### src/rtl/sobol_seq_ctrl.sv
// sobol_seq_ctrl: request sequencer for one Sobol lane.
//
// A start from the batch scheduler launches a batch of cfg_n_paths paths by M
// dims. The block walks every (path, dim) pair and presents each one as an
// idx/dim request to the Sobol generator. It counts the points retired
// downstream, and pulses done once every issued request has retired.
//
// Handshake: a request transfers in any cycle where req_valid && req_ready.
// While req_valid is high and req_ready is low, req_idx, req_dim and req_last
// hold steady. req_valid never drops in RUN without a transfer, except through
// abort.
//
// Ports
//   clk, rst_n      clock, asynchronous active-low reset
//   start           one-cycle launch request, honoured only in IDLE
//   abort           stop issuing and drain, honoured only in RUN
//   cfg_n_paths     paths in the batch, sampled when start is accepted
//   cfg_path_major  1: dim is the inner loop; 0: path is the inner loop
//   req_valid/ready request handshake toward the Sobol generator
//   req_idx/dim     current request (idx = path count + IDX_OFFSET)
//   req_last        marks the final request of the batch
//   rsp_fire        one point retired downstream
//   busy            high in RUN and DRAIN
//   done            one-cycle pulse at batch completion
//   aborted         with done: batch ended by abort; held until next start
module sobol_seq_ctrl #(
  parameter int WIDTH      = 32,
  parameter int M          = 50,
  parameter int IDX_OFFSET = 1,
  localparam int DW        = (M > 1) ? $clog2(M) : 1
) (
  input  logic             clk,
  input  logic             rst_n,
  input  logic             start,
  input  logic             abort,
  input  logic [WIDTH-1:0] cfg_n_paths,
  input  logic             cfg_path_major,
  output logic             req_valid,
  input  logic             req_ready,
  output logic [WIDTH-1:0] req_idx,
  output logic [DW-1:0]    req_dim,
  output logic             req_last,
  input  logic             rsp_fire,
  output logic             busy,
  output logic             done,
  output logic             aborted
);

  // One extra bit beyond WIDTH+DW, so that n*M can never wrap.
  localparam int CW = WIDTH + DW + 1;

  typedef enum logic [1:0] {IDLE, RUN, DRAIN, DONE} state_t;

  state_t           state_q, state_d;
  logic [WIDTH-1:0] path_q, path_d;
  logic [DW-1:0]    dim_q, dim_d;
  logic [WIDTH-1:0] n_q, n_d;
  logic             pm_q, pm_d;
  logic [CW-1:0]    issued_q, issued_d;
  logic [CW-1:0]    retired_q, retired_d;
  logic             aborted_q, aborted_d;

  logic fire;
  logic last_path;
  logic last_dim;
  logic last_pair;

  assign fire      = (state_q == RUN) && req_ready;
  assign last_path = (path_q == n_q - WIDTH'(1));
  assign last_dim  = (dim_q == DW'(M - 1));
  assign last_pair = last_path && last_dim;

  always_comb begin
    state_d   = state_q;
    path_d    = path_q;
    dim_d     = dim_q;
    n_d       = n_q;
    pm_d      = pm_q;
    issued_d  = issued_q;
    retired_d = retired_q;
    aborted_d = aborted_q;

    if (rsp_fire && (state_q == RUN || state_q == DRAIN))
      retired_d = retired_q + CW'(1);

    case (state_q)
      IDLE: begin
        if (start) begin
          n_d       = cfg_n_paths;
          pm_d      = cfg_path_major;
          path_d    = '0;
          dim_d     = '0;
          issued_d  = '0;
          retired_d = '0;
          aborted_d = 1'b0;
          // An empty batch completes without issuing anything.
          state_d   = (cfg_n_paths != '0) ? RUN : DONE;
        end
      end
      RUN: begin
        if (fire) begin
          issued_d = issued_q + CW'(1);
          // On the last pair the counters stay put; nothing is presented after it.
          if (!last_pair) begin
            if (pm_q) begin
              if (last_dim) begin
                dim_d  = '0;
                path_d = path_q + WIDTH'(1);
              end else begin
                dim_d = dim_q + DW'(1);
              end
            end else begin
              if (last_path) begin
                path_d = '0;
                dim_d  = dim_q + DW'(1);
              end else begin
                path_d = path_q + WIDTH'(1);
              end
            end
          end
        end
        if (fire && last_pair) state_d = DRAIN;
        if (abort) begin
          state_d   = DRAIN;
          aborted_d = 1'b1;
        end
      end
      DRAIN: begin
        // Look at the updated retire count, so that done follows the final
        // retirement by one cycle.
        if (retired_d == issued_q) state_d = DONE;
      end
      DONE: state_d = IDLE;
      default: state_d = IDLE;
    endcase
  end

  always_ff @(posedge clk or negedge rst_n) begin
    if (!rst_n) begin
      state_q   <= IDLE;
      path_q    <= '0;
      dim_q     <= '0;
      n_q       <= '0;
      pm_q      <= 1'b0;
      issued_q  <= '0;
      retired_q <= '0;
      aborted_q <= 1'b0;
    end else begin
      state_q   <= state_d;
      path_q    <= path_d;
      dim_q     <= dim_d;
      n_q       <= n_d;
      pm_q      <= pm_d;
      issued_q  <= issued_d;
      retired_q <= retired_d;
      aborted_q <= aborted_d;
    end
  end

  assign req_valid = (state_q == RUN);
  assign req_idx   = path_q + WIDTH'(IDX_OFFSET);
  assign req_dim   = dim_q;
  assign req_last  = req_valid && last_pair;
  assign busy      = (state_q == RUN) || (state_q == DRAIN);
  assign done      = (state_q == DONE);
  assign aborted   = aborted_q;

  // Downstream can never retire more points than were issued to it.
  always_ff @(posedge clk) begin
    if (rst_n) begin
      assert (retired_q <= issued_q)
        else $error("sobol_seq_ctrl: retired %0d exceeds issued %0d", retired_q, issued_q);
    end
  end

endmodule

### config.mk
export PLATFORM = sky130hd
export DESIGN_NAME = sobol_seq_ctrl
export DESIGN_NICKNAME = d
export VERILOG_FILES = /design/src/rtl/sobol_seq_ctrl.sv
export SDC_FILE = /design/constraint.sdc
export NUM_CORES = 1
export LEC_CHECK = 0
export CAP_MARGIN = 10
export CORE_MARGIN = 2
export CORE_UTILIZATION = 40
export DETAILED_ROUTE_END_ITERATION = 10
export SLEW_MARGIN = 30
export SYNTH_ARGS = -nofsm -noshare
export SYNTH_HDL_FRONTEND = slang
export SYNTH_SLANG_ARGS = --single-unit
### constraint.sdc
create_clock -name clk -period 6 [get_ports clk]
set_clock_uncertainty 0.15 [all_clocks]
set_input_delay 1.2 -clock clk [delete_from_list [all_inputs] [get_ports clk]]
set_output_delay 1.2 -clock clk [all_outputs]
set_load 0.01 [all_outputs]
==> run metrics <==
#FFs+latches synth=152; Slew HR=0.372; mean area per synthesized cell=roughly 8.4 µm²; TritonCTS clock tree=yes; row count=57; Crit Path Max Fanout=11; GRT Overall Usage=0.223; Final nets=roughly 1,300; die width=between 150 and 200 µm; post-synthesis cell area=between 9000 and 10,000 µm²; clk slew on worst S/H paths=~0.070 ns; fraction of layout cells with a size suffix above 1=0.0503; Ports=82; Synth Flop Type=dfrtp_1; Mapped Nets=~1,200; Port Buffers=81; Post-CTS Setup Repair Bufs=0; Mapped Cells=between 1,000 and 1,500; yosys warns=0; CP required=4.65 ns; worst min path class=reg -> reg; Slew Viols, Final=0; DR vias=about 8,700; DP Wirelength=~21,000 µm; Fill cells=2,434; multi-input combinational cell area=5720 µm²; RSZ-0062 raised after global routing=no; final RePlAce weighted congestion=slightly above 0.9; Clk Tree Root Cell=clkbuf_16; wire length of the first global-routing pass=between 40,000 and 50,000 µm; core region area=approximately 24,000 µm²; Least-Margin Pin Slew=between 0.9 and 1 ns; Period minus WS final=5.72 ns; distinct cell type count after synthesis=74; final hold violation count=0; DRT Wirelength=between 20,000 and 30,000 µm; FMAX=between 0.15 and 0.2 GHz; # hold bufs at CTS=0; status=finished clean; Resize count post-CTS=0; final worst slack=about 0.28 ns; EDFF count, synth=0; total congestion overflow=0; Die ar.=about 26,000 µm²; CTS Sinks=~150; first drt pass iteration count=5; WP data arrival=~4.4 ns; Max Root-Sink Buffers=2; die height=162 µm; total power=3.95 mW; startpoint types=flop; Via-to-Cell Ratio=5.60; Skew-Pair Late Insertion Delay=between 0.4 and 0.5 ns; CP endpoint kind=output port; initial DRC count=605; most frequent cells in the layout=nand2_1 (176), dfrtp_1 (152), nor2_1 (122); H-tree depth=4; Routed WL per cell=roughly 18 µm; leakage=about 4.6 nW; DRC viols=0; Area Growth Syn to Fin=15.8%; maximum VDD drop=~0.00017 V; register area share after synthesis=0.383; setup TNS=0 ns; commonest non-fill, non-tap cell in the layout=nand2_1; Initial Util=0.407; largest net degree at the start of global routing=110; part of the cycle the worst path needs=0.954; pre-CTS worst setup slack=about 0.32 ns; max-cap viol count=0; initial antenna violation count=0; DRT antenna net count=0; number of global-route vias before repair=8,591; # setup viols final=0; worst setup path class=reg -> out; register area=~3800 µm²; Inserted Clock Buffers=17; asr flop ratio synth=1.00; Power Density=343 nW/µm²; antenna cells=0
==> metal layers <==
| layer | track usage | vias to the layer above | part of all wire |
|---|---|---|---|
| li1 | - | 4250 | - |
| met1 | 0.294 | 4182 | 0.45 |
| met2 | 0.378 | 239 | 0.49 |
| met3 | 0.0354 | 42 | 0.040 |
| met4 | 0.0668 | 0 | 0.022 |
| met5 | 0 | - | 0 |
==> state kept, by name, indices dropped and copies added, names as in the netlist <==
name,flops
issued_q,39
retired_q,39
n_q,32
path_q,32
req_dim,6
state_q,2
aborted,1
pm_q,1
==> critical path, cell delays in order, from the launching register on <==
cell,delay (ns)
dfrtp_1,0.51
or4_4,0.68
nor2_1,0.32
xnor2_1,0.16
a32oi_1,0.09
or4_1,0.52
or4_1,0.53
nor4_2,0.29
and3_1,0.25
clkdlybuf4s50_1,0.57
==> path summary, 6_finish.rpt <==
path / start / endpoint / slack, ns / depth (start not counted)
worst min register to register: n_q[31]$_DFFE_PN0P_ / n_q[31]$_DFFE_PN0P_ / 0.35 / 2
worst max-delay path: n_q[3]$_DFFE_PN0P_ / req_last / 0.28 / 9
max in group asynchronous: rst_n / n_q[29]$_DFFE_PN0P_ / 3.90 / 2
worst max register to register: state_q[0]$_DFFE_PN0P_ / state_q[1]$_DFFE_PN0P_ / 1.14 / 12
min in group asynchronous: rst_n / issued_q[31]$_DFFE_PN0P_ / 0.69 / 1
worst min-delay path: n_q[31]$_DFFE_PN0P_ / n_q[31]$_DFFE_PN0P_ / 0.35 / 2
==> through the flow <==
step / instances / utilization / hold WS (ns) / area, µm²
after floorplan: 1180 / - / 0.317 / 9940
after global placement: 1525 / 0.448 / 0.336 / 10900
after detailed placement: 1525 / 0.448 / 0.339 / 10900
after CTS: 1557 / 0.472 / 0.356 / 11500
after global routing: 1557 / 0.472 / 0.391 / 11500
final: 1557 / 0.472 / 0.349 / 11500
==> cell usage after synthesis (4+ instances only) <==
master    instances  share of area
nand3b_1          4         0.0030
inv_1            30          0.011
nor4b_1           6         0.0053
nand2b_1          9         0.0057
o31ai_1           5         0.0038
or3_1            25          0.016
nand3_1          52          0.026
o211ai_1          8         0.0060
xnor2_1         105          0.093
nor3_1           32          0.016
ha_1             10          0.013
a31oi_1          20          0.013
nor4_1           34          0.021
mux2i_1           6         0.0060
nor2b_1           8         0.0050
buf_2             8         0.0040
nor4_2            4         0.0050
nor2_1          123          0.046
nor3b_1           5         0.0038
nand4b_1          4         0.0035
and4_1           11         0.0097
dfrtp_1         152           0.38
and2_1            6         0.0038
nand2_1         176          0.066
a21oi_1          37          0.019
and3b_1           4         0.0035
a21o_1            6         0.0045
and3_1           15         0.0094
xor2_1           51          0.045
or4_1            13         0.0098
a211oi_1          5         0.0038
clkbuf_1         56          0.021
a22o_1           18          0.016
o21ai_0          26          0.013
nand4_1          43          0.027
==> layout make-up <==
type | instances | share of cell area
well taps | 324 | 0.0352
flip-flops and latches | 152 | 0.331
repair buffers | 91 | 0.0774
multi-input cells | 928 | 0.497
clock buffers | 17 | 0.0370
inverters | 30 | 0.00979
clock inverters | 15 | 0.0126
==> power breakdown <==
group	leakage, nW	switching [mW]	internal, mW
clock	0.276	0.493	0.582
combinational	2.31	0.864	0.569
sequential	2.06	0.266	1.18
==> cell families after synthesis <==
kind of cell / synth area share
simple gates: 0.302
compound gates: 0.109
xor+xnor: 0.142
flops: 0.383
buf+inv: 0.0418
fa+ha+maj: 0.0126
mux: 0.00944
Power figures use the tool's default switching activity.
